## config.mk

```make
export PLATFORM = sky130hd
export DESIGN_NAME = cpu1_oci_dct_packer
export DESIGN_NICKNAME = d
export VERILOG_FILES = /design/src/rtl/cpu1_oci_pkg.sv /design/src/rtl/cpu1_oci_dct_packer.sv
export SDC_FILE = /design/constraint.sdc
export NUM_CORES = 1
export LEC_CHECK = 0
export ABC_CLOCK_PERIOD_IN_PS = 3100
export CORE_MARGIN = 10
export CORE_UTILIZATION = 42
export DETAILED_ROUTE_END_ITERATION = 7
export PLACE_DENSITY = 0.69
export RECOVER_POWER = 25
export SLEW_MARGIN = 20
export SYNTH_ARGS = -nofsm -noshare
export SYNTH_HDL_FRONTEND = slang
export SYNTH_SLANG_ARGS = --single-unit
```

## constraint.sdc

```tcl
create_clock -name clk -period 3.1 [get_ports clk]
set_input_delay 0.62 -clock clk [delete_from_list [all_inputs] [get_ports clk]]
set_output_delay 0.62 -clock clk [all_outputs]
set_load 0.03 [all_outputs]
```

## src/rtl/cpu1_oci_pkg.sv

```systemverilog
// Shared cpu1 on-chip-instrumentation types: trace-code encoding, packet layout
// and data-trace packer geometry.
package cpu1_oci_pkg;

  localparam int unsigned SLOT_W    = 2;
  localparam int unsigned NUM_SLOTS = 15;
  localparam int unsigned CNT_W     = 4;
  localparam int unsigned DCT_W     = SLOT_W * NUM_SLOTS;

  localparam logic [CNT_W-1:0] FULL_CNT = CNT_W'(NUM_SLOTS);

  typedef enum logic [SLOT_W-1:0] {
    NONE     = 2'b00,
    ADDR     = 2'b01,
    DATA     = 2'b10,
    RESERVED = 2'b11
  } trace_code_e;

  // Packet word handed to the downstream trace FIFO.
  typedef struct packed {
    logic [CNT_W-1:0] count;
    logic [DCT_W-1:0] data;
  } dct_pkt_t;

endpackage

```

## src/rtl/cpu1_oci_dct_packer.sv

```systemverilog
// Packs 2-bit data-trace codes into 15-slot packets behind a valid/ready holding
// register. Define CPU1_OCI_DCT_TIMEOUT_EN to auto-flush idle partial packets.
module cpu1_oci_dct_packer
  import cpu1_oci_pkg::*;
#(
  parameter int unsigned TIMEOUT = 64
) (
  input  logic              clk,
  input  logic              reset,
  input  logic              trc_en,
  input  logic              item_valid,
  input  logic [SLOT_W-1:0] item_data,
  output logic              in_ready,
  input  logic              flush_req,
  output logic [DCT_W-1:0]  dct_buffer,
  output logic [CNT_W-1:0]  dct_count,
  output logic              pkt_valid,
  output logic [DCT_W-1:0]  pkt_data,
  output logic [CNT_W-1:0]  pkt_count,
  input  logic              pkt_ready,
  output logic              overflow,
  input  logic              ovf_clr
);

  if (TIMEOUT == 0) begin : g_timeout_chk
    $error("TIMEOUT must be at least 1");
  end

  logic [DCT_W-1:0] buf_q, buf_d, base_buf;
  logic [CNT_W-1:0] cnt_q, cnt_d, base_cnt;
  dct_pkt_t         pkt_q, pkt_d;
  logic             pv_q, pv_d;
  logic             ovf_q, ovf_d;
  logic             fp_q, fp_d;

  logic drain, slot_free, xfer, acc, drop, tmo_hit;

  always_comb begin
    drain     = pv_q && pkt_ready;
    slot_free = !pv_q || drain;
    xfer      = slot_free && ((cnt_q == FULL_CNT) || (fp_q && (cnt_q != '0)));
    in_ready  = (cnt_q < FULL_CNT) || xfer;
    acc       = item_valid && trc_en && in_ready;
    drop      = item_valid && trc_en && !in_ready;
  end

`ifdef CPU1_OCI_DCT_TIMEOUT_EN
  localparam int unsigned      TMO_W   = $clog2(TIMEOUT + 1);
  localparam logic [TMO_W-1:0] TMO_MAX = TMO_W'(TIMEOUT);

  logic [TMO_W-1:0] tmo_q, tmo_d;

  // Saturates at TIMEOUT so a stalled partial packet only raises the flush once.
  always_comb begin
    tmo_d   = tmo_q;
    tmo_hit = 1'b0;
    if (acc || xfer) begin
      tmo_d = '0;
    end else if ((cnt_q != '0) && (tmo_q != TMO_MAX)) begin
      tmo_d   = tmo_q + 1'b1;
      tmo_hit = (tmo_d == TMO_MAX);
    end
  end

  always_ff @(posedge clk or posedge reset) begin
    if (reset) tmo_q <= '0;
    else       tmo_q <= tmo_d;
  end
`else
  always_comb tmo_hit = 1'b0;
`endif

  always_comb begin
    // Transfer empties the accumulator first; a same-cycle code lands in slot 0.
    base_buf = xfer ? '0 : buf_q;
    base_cnt = xfer ? '0 : cnt_q;
    buf_d    = base_buf;
    cnt_d    = base_cnt;
    if (acc) begin
      buf_d = {base_buf[DCT_W-SLOT_W-1:0], item_data};
      cnt_d = base_cnt + 1'b1;
    end

    fp_d = fp_q || flush_req || tmo_hit;
    if (xfer || ((cnt_q == '0) && !acc)) fp_d = 1'b0;

    pv_d  = pv_q;
    pkt_d = pkt_q;
    if (xfer) begin
      pv_d       = 1'b1;
      pkt_d.count = cnt_q;
      pkt_d.data  = buf_q;
    end else if (drain) begin
      pv_d = 1'b0;
    end

    ovf_d = ovf_q;
    if (ovf_clr) ovf_d = 1'b0;
    if (drop)    ovf_d = 1'b1;
  end

  always_ff @(posedge clk or posedge reset) begin
    if (reset) begin
      buf_q <= '0;
      cnt_q <= '0;
      pkt_q <= '0;
      pv_q  <= 1'b0;
      ovf_q <= 1'b0;
      fp_q  <= 1'b0;
    end else begin
      buf_q <= buf_d;
      cnt_q <= cnt_d;
      pkt_q <= pkt_d;
      pv_q  <= pv_d;
      ovf_q <= ovf_d;
      fp_q  <= fp_d;
    end
  end

  assign dct_buffer = buf_q;
  assign dct_count  = cnt_q;
  assign pkt_valid  = pv_q;
  assign pkt_data   = pkt_q.data;
  assign pkt_count  = pkt_q.count;
  assign overflow   = ovf_q;

endmodule

```

# After elaboration in Yosys (flattened, before gate mapping)
# Index checks and enable logic that the tools add are counted.
# op_classes
addsub	1
mul	0
div	0
n_lt_le_gt_ge	1
n_eq_ne	1
shift	0
mux	9
n_bitwise	0
n_reduce_logical	20
# ops
operator	count
$mux 30	2
$mux 4	2
$logic_and 1x1->1	7
$reduce_bool 2->1	3
$logic_or 1x1->1	5
$mux 1	5
$add 4x1->4 const B	1
$eq 4x4->1 const B	1
$logic_not 4->1	1
$lt 4x4->1 const B	1
$reduce_bool 4->1	1
$logic_not 1->1	3
# totals
reg_bits	71
latch_bits	0
mem_bits_rw	0
rom_bits	0
inputBits	9
output_inout_bits	71
elab_cells	40
mem_count	0

# Longest topological paths before layout
# Gate-level depths: netlist of run 1.
# depth
word_depth	10
mapped_depth	8
ltp_nobuf	6

# Worst setup path after synthesis of run 1
# No wires, ideal clock.
# synth_path
path_type	register to register
startpoint	register cnt_q[3] (netlist: dct_count[3])
endpoint	register cnt_q[1] (netlist: dct_count[1])
setup_ps	125
arrival_ps	1913
required_ps	2975
path_slack_ps	1062
stages_incl_launch_ff	8
path_buffers	2
period_less_slack_ps	2038
path_cell_list	dfrtp_1 buf_6 a31oi_1 a211oi_4 buf_6 nor2_2 ha_1 mux2_2
# synth_between
elab_chain_cells	7
word_cells_on_any_way	11
classes_between	1 x add/sub; 1 x order compare; 1 x eq/ne; 2 x mux; 6 x reduce/logical
# synth_rtl
element	line	source
start, declared	cpu1_oci_dct_packer.sv:30	logic [CNT_W-1:0] cnt_q, cnt_d, base_cnt;
start signal, assigned	cpu1_oci_dct_packer.sv:112	cnt_q <= cnt_d;
$reduce_bool 4->1	cpu1_oci_dct_packer.sv:41	xfer = slot_free && ((cnt_q == FULL_CNT) || (fp_q && (cnt_q != '0)));
$logic_and 1x1->1	cpu1_oci_dct_packer.sv:41	
$logic_or 1x1->1	cpu1_oci_dct_packer.sv:41	
$logic_and 1x1->1	cpu1_oci_dct_packer.sv:41	
$mux 4 / $logic_or 1x1->1 (equally long branches)	cpu1_oci_dct_packer.sv:76, cpu1_oci_dct_packer.sv:42	
$add 4x1->4 / $logic_and 1x1->1 (equally long branches)	cpu1_oci_dct_packer.sv:81, cpu1_oci_dct_packer.sv:43	
$mux 4 (*)	cpu1_oci_dct_packer.sv:79	if (acc) begin
via cnt_d[1]	cpu1_oci_dct_packer.sv:30	
# The timed path passes the listed nets; every way through them passes the cells marked *.
# A chain may end at the register's enable or synchronous reset.

# Worst setup path in the final report of run 1
# layout_path
startpoint	input port pkt_ready
endpoint	output port in_ready
# layout_between
elab_chain_cells	4
# layout_rtl
element	line	source
start, declared	cpu1_oci_dct_packer.sv:20	input logic pkt_ready,
$logic_and 1x1->1	cpu1_oci_dct_packer.sv:39	drain = pv_q && pkt_ready;
$logic_or 1x1->1	cpu1_oci_dct_packer.sv:40	slot_free = !pv_q || drain;
$logic_and 1x1->1	cpu1_oci_dct_packer.sv:41	
$logic_or 1x1->1	cpu1_oci_dct_packer.sv:42	in_ready = (cnt_q < FULL_CNT) || xfer;
end, declared	cpu1_oci_dct_packer.sv:13	output logic in_ready,
# No other way between the ends.

==> results.md, run 1 <==
* Post-cts resize count at 0
* Detailed-route via count at 1,998
* Synth warn at 0
* Setup_tns at 0 ns
* Final WL at 6370 um
* Total global-route track usage at 12.6%
* Cell Count Post-Placement at 382
* Synth Cell Area at 2840 um2
* Worst VDD drop at 0.442 mV
* CP cell instances: dlygate4sd3_1 > nor2b_1 > nand3_1 > clkdlybuf4s50_1
* Largest net degree at the start of global routing at 41
* Data required time of the worst path at 2.48 ns
* Power Dens Cells at 779 nW/um2
* Routed len/inst at 16.0 um
* Asr flop ratio synth at 100%
* Starting Density at 43.9%
* Synth Flop Type: dfrtp_1
* Layout cells sized above 1 at 17.4%
* Post-Syn Nets at 244
* Clk sink count at 71
* Overflow after GRT at 0
* DIE WIDTH at 102 um
* Multi-input gate area at 955 um2
* Final #Nets at 326
* Post-synth top area cell: dfrtp_1
* Setup Crit Path Kind: in2out
* First-pass GRT wire length at 10,300 um
* Slew headroom at 7.23%
* Filler Cell Count at 559
* Clock slew at reported path FFs at 0.07 ns
* RePlAce Congestion at 0.722
* TritonCTS Buffers at 9
* Slowest-stage cell, CP: clkdlybuf4s50_1
* Via density at 5.02
* Synth area leaders: dfrtp_1, mux2_2, nand2_1, a21oi_1, mux2_1
* Diode count at 0
* Actual slew at the worst max-slew pin at 1.39 ns
* Clock buffer depth at 2
* Slowest Stage Delay on Critical Path at 0.62 ns
* Most common cell after layout, fill and taps aside: clkdlybuf4s50_1
* Min-delay worst type: reg2reg
* Storage cell area at 1780 um2
* Drt pass-1 iters at 4
* Yosys cell types at 28
* Cells after synthesis at 234
* Area grow syn2layout at 37.8%
* Clk_skew at 0.00633 ns
* Max cap viols at 0
* Critical Path AT at 2.05 ns
* Final Max Tran Viols at 0
* Period utilization at 86.2%
* Worst Path Max Fanout at 2
* Iter 0 DRT Violations at 52
* Fin crit period at 2.67 ns
* Vias in the first global route at 2,072
* Antenna violations before repair at 0
* PortBufs at 79
* FF+latch count, synth at 71
* I/O pin count at 80
* Placement Rows at 29
* Hold-fix buffers, CTS at 0
* Post-synthesis sequential area ratio at 62.6%
* CP Launch Type: primary input
* Most frequent cells in the layout: clkdlybuf4s50_1, dfrtp_1, nand2_1, mux2_2, a21oi_1
* Post-CTS setup buffers at 0
* Clk root buf: clkbuf_8
* Fmax at 0.374 GHz
* Critical Path End Type: output port
* Worst-skew pair later-pin latency at 0.33 ns
* TritonCTS clock tree: built
* Final Setup Violations at 0
* Post-synth top area share at 62.6%
* Unrepaired setup endpoints after global routing: no
* Die ar. at 10,400 um2
* Leakage at 1.74 nW
* Status: completed
* EDFF count, synth at 0
* H-tree depth at 3
* Vert. Die Dim at 102 um
* Final Non-Filler Cells at 398
* DRC at 0
* Syn_area_per_cell at 12.1 um2
* Post-DP HPWL at 4470 um
* Final ANT Viol Nets at 0
* Core Region at 6460 um2
* Final hold vios at 0
==> critical path: cells and delay by family <==
kind	cells	cell delay, ns
buffers and inverters	2	1.15
and+or+nand+nor	2	0.28
==> kinds of logic (layout without fill, tap and decap cells) <==
| group | Yosys count | in the layout | share of synthesized area, % |
|---|---|---|---|
| mux | 35 | 35 | 13.9 |
| flops | 71 | 71 | 62.6 |
| compound gates | 39 | 39 | 8.82 |
| simple gates | 69 | 69 | 9.75 |
| fa+ha+maj | 1 | 1 | 0.441 |
| xor+xnor | 2 | 2 | 0.618 |
| buf+inv | 17 | 104 | 3.84 |
==> per-stage QoR <==
| stage | power [mW] | instance area, um2 | worst slack, ns | hold WS, ns | util [%] |
|---|---|---|---|---|---|
| floorplan | 1.94 | 2840 | 0.683 | 0.604 | - |
| detailed placement | 2.33 | 3700 | 0.544 | 0.474 | 57.4 |
| global placement | 2.32 | 3700 | 0.551 | 0.467 | 57.4 |
| finish | 3.04 | 3910 | 0.426 | 0.485 | 60.5 |
| global route | 3.21 | 3910 | 0.339 | 0.524 | 60.5 |
| CTS | 3.09 | 3910 | 0.539 | 0.490 | 60.6 |
==> synthesized netlist by cell type, types with 2 or more instances <==
library cell,number
a21oi_1,29
a22o_1,2
a31oi_1,2
buf_2,6
buf_6,5
clkbuf_1,3
dfrtp_1,71
inv_1,3
mux2_1,6
mux2_2,29
nand2_1,58
nor2_1,3
nor2b_1,2
==> power breakdown <==
| part | internal, mW | leakage [nW] | switching [mW] | total [mW] |
|---|---|---|---|---|
| registers | 1.07 | 0.972 | 0.114 | 1.19 |
| logic | 0.474 | 0.659 | 0.629 | 1.10 |
| clock network | 0.435 | 0.109 | 0.320 | 0.755 |
| total | 1.98 | 1.74 | 1.06 | 3.04 |
==> metal layers <==
metal | GRT usage (%) | part of all wire (%) | vias up
li1 | - | - | 953
met1 | 14.9 | 43 | 978
met2 | 19.7 | 47 | 55
met3 | 4.79 | 8.3 | 12
met4 | 6.18 | 1.7 | 0
met5 | 0 | 0 | -
==> sequential cells by signal, summed over array words and instances (netlist names) <==
signal / cells
dct_buffer: 30
pkt_data: 30
dct_count: 4
pkt_count: 4
fp_q: 1
overflow: 1
pkt_valid: 1
==> path summary, 6_finish.rpt <==
check / startpoint / end / slack, ns / cells past startpoint
max: pkt_ready / in_ready / 0.43 / 4
min: pkt_data[0] / pkt_data[0] / 0.48 / 1
max reg2reg: dct_count[3] / pkt_data[28] / 1.08 / 4
min reg2reg: pkt_data[0] / pkt_data[0] / 0.48 / 1
max in group asynchronous: reset / dct_buffer[25] / 1.14 / 3
min in group asynchronous: reset / pkt_data[13] / 1.12 / 2
==> final cells by class <==
| class | instances | area share [%] |
|---|---|---|
| clock buffer | 13 | 4.32 |
| clock inverter | 3 | 1.02 |
| inverter | 3 | 0.288 |
| multi-input combinational | 146 | 24.4 |
| sequential | 71 | 45.5 |
| tap | 77 | 2.46 |
| timing repair buffer | 85 | 22.0 |
No activity file was read; power rests on OpenSTA's default activity.
==> run 2: changes to the inputs <==
ABC_AREA = 1   (was default)
PLACE_DENSITY = 0.68   (was 0.69)
==> run 2 against run 1 <==
Against the previous run:
- the flow now finishes with violations (capacitance limit, slew limit)
- final cell count is 27% higher
- sequential share of layout area is 1.4 points lower
- clock power is 16% higher
- non-clock buffer count is 2 lower
- critical endpoint unchanged
- largest power group is now combinational cells
- highest routed layer unchanged
==> results.md, run 2 <==
* Die ar. at 11,000 um2 (was 10,400 um2)
* FF+latch count, synth at 71 (unchanged)
* DRC at 0 (unchanged)
* Final WL at 7080 um (was 6370 um)
* WL met2 at 3250 um (was 3010 um)
* Post-CTS setup buffers at 0 (unchanged)
* Post-DP HPWL at 4580 um (was 4470 um)
* Yosys cell types at 16 (was 28)
* Power Dens Cells at 815 nW/um2 (was 779 nW/um2)
* Data required time of the worst path at 2.48 ns (about the same)
* Fin crit period at 2.60 ns (was 2.67 ns)
* Starting Density at 43.8% (was 43.9%)
* Core Region at 6870 um2 (was 6460 um2)
* Drt pass-1 iters at 4 (unchanged)
* DIE WIDTH at 105 um (was 102 um)
* Diode count at 0 (unchanged)
* I/O pin count at 80 (unchanged)
* EDFF count, synth at 0 (unchanged)
* Setup_tns at 0 ns (unchanged)
* Most common cell after layout, fill and taps aside: nand2_1 (was clkdlybuf4s50_1)
* Most used cell, CP: clkdlybuf4s50_1
* Critical Path AT at 1.98 ns (was 2.05 ns)
* Syn_area_per_cell at 9.15 um2 (was 12.1 um2)
* Detailed-route via count at 2,419 (was 1,998)
* Clk_skew at 0.00971 ns (was 0.00633 ns)
* Final #Nets at 413 (was 326)
* Storage cell area at 1780 um2 (unchanged)
* Final Setup Violations at 0 (unchanged)
* Worst Path Max Fanout at 4 (was 2)
* Clock buffer depth at 2 (unchanged)
* Worst VDD drop at 0.543 mV (was 0.442 mV)
* Setup Crit Path Kind: in2out (unchanged)
* TritonCTS Buffers at 9 (unchanged)
* DR WL met3 at 604 um (was 526 um)
* Most frequent cells in the layout: nand2_1, clkdlybuf4s50_1, dfrtp_1, nand3_1, nand3_2 (was clkdlybuf4s50_1, dfrtp_1, nand2_1, mux2_2, a21oi_1)
* Count leader, synth: nand2_1 (was dfrtp_1)
* PortBufs at 79 (unchanged)
* Top sig layer: met4 (unchanged)
* Cells after synthesis at 329 (was 234)
* Post-cts resize count at 0 (unchanged)
* Clock slew at reported path FFs at 0.07 ns (about the same)
* Final Max Tran Viols at 39 (was 0)
* Slowest Stage Delay on Critical Path at 0.70 ns (was 0.62 ns)
* Placement Rows at 30 (was 29)
* Post-Syn Nets at 339 (was 244)
* Largest net degree at the start of global routing at 54 (was 41)
* Failing checks: capacitance limit, slew limit
* Hold-fix buffers, CTS at 0 (unchanged)
* Pre-CTS WS at 0.553 ns (was 0.544 ns)
* Routed len/inst at 14.0 um (was 16.0 um)
* Synth area leaders: dfrtp_1, nand2_1, nand3_1, buf_6, nand3_2 (was dfrtp_1, mux2_2, nand2_1, a21oi_1, mux2_1)
* Max cap viols at 1 (was 0)
* Clk sink count at 71 (unchanged)
* Post-synthesis sequential area ratio at 59.0% (was 62.6%)
* Slew headroom at -0.533% (was 7.23%)
* Period utilization at 83.7% (was 86.2%)
* Area grow syn2layout at 33.9% (was 37.8%)
* Clk root buf: clkbuf_8 (unchanged)
* Multi-input gate area at 1020 um2 (was 955 um2)
* Actual slew at the worst max-slew pin at 1.51 ns (was 1.39 ns)
* Worst-skew pair later-pin latency at 0.34 ns (was 0.33 ns)
* CP Launch Type: primary input (unchanged)
* Layout cells sized above 1 at 9.07% (was 17.4%)
* Vert. Die Dim at 105 um (was 102 um)
* Vias in the first global route at 2,437 (was 2,072)
* Post-synth top area share at 59.0% (was 62.6%)
* RePlAce Congestion at 0.734 (was 0.722)
* Final worst slack at 0.504 ns (was 0.426 ns)
* Total Power at 3.29 mW (was 3.04 mW)
* Fmax at 0.385 GHz (was 0.374 GHz)
* Via density at 4.80 (was 5.02)
* CP cell instances: clkdlybuf4s50_1 > nor2_1 > nand2_1 > clkdlybuf4s50_1 (was dlygate4sd3_1 > nor2b_1 > nand3_1 > clkdlybuf4s50_1)
* Leakage at 2.06 nW (was 1.74 nW)
* Final hold vios at 0 (unchanged)
* Critical Path End Type: output port (unchanged)
* Unrepaired setup endpoints after global routing: no (unchanged)
* Status: finished, violations left (was completed)
* Overflow after GRT at 0 (unchanged)
* TritonCTS clock tree: built (unchanged)
* Synth Cell Area at 3010 um2 (was 2840 um2)
* Iter 0 DRT Violations at 136 (was 52)
* First-pass GRT wire length at 12,200 um (was 10,300 um)
* Worst Path Buf+Inv at 2 (unchanged)
* Slowest-stage cell, CP: clkdlybuf4s50_1 (unchanged)
* H-tree depth at 3 (unchanged)
* M1 WL at 3180 um (was 2720 um)
* Post-synth top area cell: dfrtp_1 (unchanged)
* Cell family with most CP delay: buffers and inverters (unchanged)
* Min-delay worst type: reg2reg (unchanged)
* Total global-route track usage at 13.3% (was 12.6%)
* Asr flop ratio synth at 100% (unchanged)
* Synth Flop Type: dfrtp_1 (unchanged)
* Antenna violations before repair at 0 (unchanged)
* Final ANT Viol Nets at 0 (unchanged)
* Synth top cells by count: nand2_1, dfrtp_1, nand3_1, buf_6, nand3_2 (was dfrtp_1, nand2_1, a21oi_1, mux2_2)
* Synth warn at 0 (unchanged)
* Filler Cell Count at 618 (was 559)
==> run 2: cell count changes in the layout (fill, tap and decap cells not counted), moves of 6 or more <==
cell	previous run	this run
nand3_2	0	10
nand2_1	58	148
nand3_1	1	53
mux2_1	6	0
a21oi_1	29	0
mux2_2	29	0
==> run 2: metal layers <==
metal	up-vias	global-route usage [%]
met5	-	0
met4	0	5.00
met3	4	5.71
met2	69	19.5
met1	1162	17.1
li1	1184	-
==> run 2: worst reg2reg max path, delay by kind of cell (launching register included) <==
family	cells	cell delay [ns]
flip-flops	1	0.44
AND/OR/NAND/NOR	6	0.89
buffers and inverters	1	0.62
==> run 2: stage by stage <==
step,instances,utilization [%],hold slack (ns),instance area (um2)
2_1_floorplan,329,-,0.500,3010
3_3_place_gp,488,55.3,0.461,3800
3_5_place_dp,488,55.3,0.464,3800
4_1_cts,504,58.7,0.484,4030
5_1_grt,504,58.7,0.503,4030
6_report,504,58.7,0.477,4030
==> run 2: final timing paths <==
check,from,endpoint,slack (ns),cells past startpoint
worst max-delay path,pkt_ready,in_ready,0.50,4
worst min register to register,pkt_data[23],pkt_data[23],0.48,2
max in group asynchronous,reset,pkt_valid,1.02,2
worst min-delay path,pkt_data[23],pkt_data[23],0.48,2
min in group asynchronous,reset,pkt_data[19],1.18,2
worst max register to register,dct_count[2],dct_buffer[8],1.11,7
==> run 2: cells by family after synthesis <==
kind of cell / share of synthesized area [%]
AOI/OAI and AO/OA: 0.540
buffers and inverters: 7.11
DFF: 59.0
and+or+nand+nor: 32.9
adders and majority gates: 0.416
==> run 2: area by class of cell <==
class,instances,share of cell area (%)
Clock buffer,10,3.17
Clock inverter,6,2.70
Inverter,11,1.02
Multi-Input combinational cell,227,25.4
Sequential cell,71,44.1
Tap cell,96,2.98
Timing Repair Buffer,83,20.7
==> run 2: where the power goes <==
| part | total [mW] | internal (mW) | switching, mW |
|---|---|---|---|
| clock network | 0.877 | 0.534 | 0.343 |
| logic | 1.21 | 0.400 | 0.808 |
| registers | 1.20 | 1.08 | 0.126 |
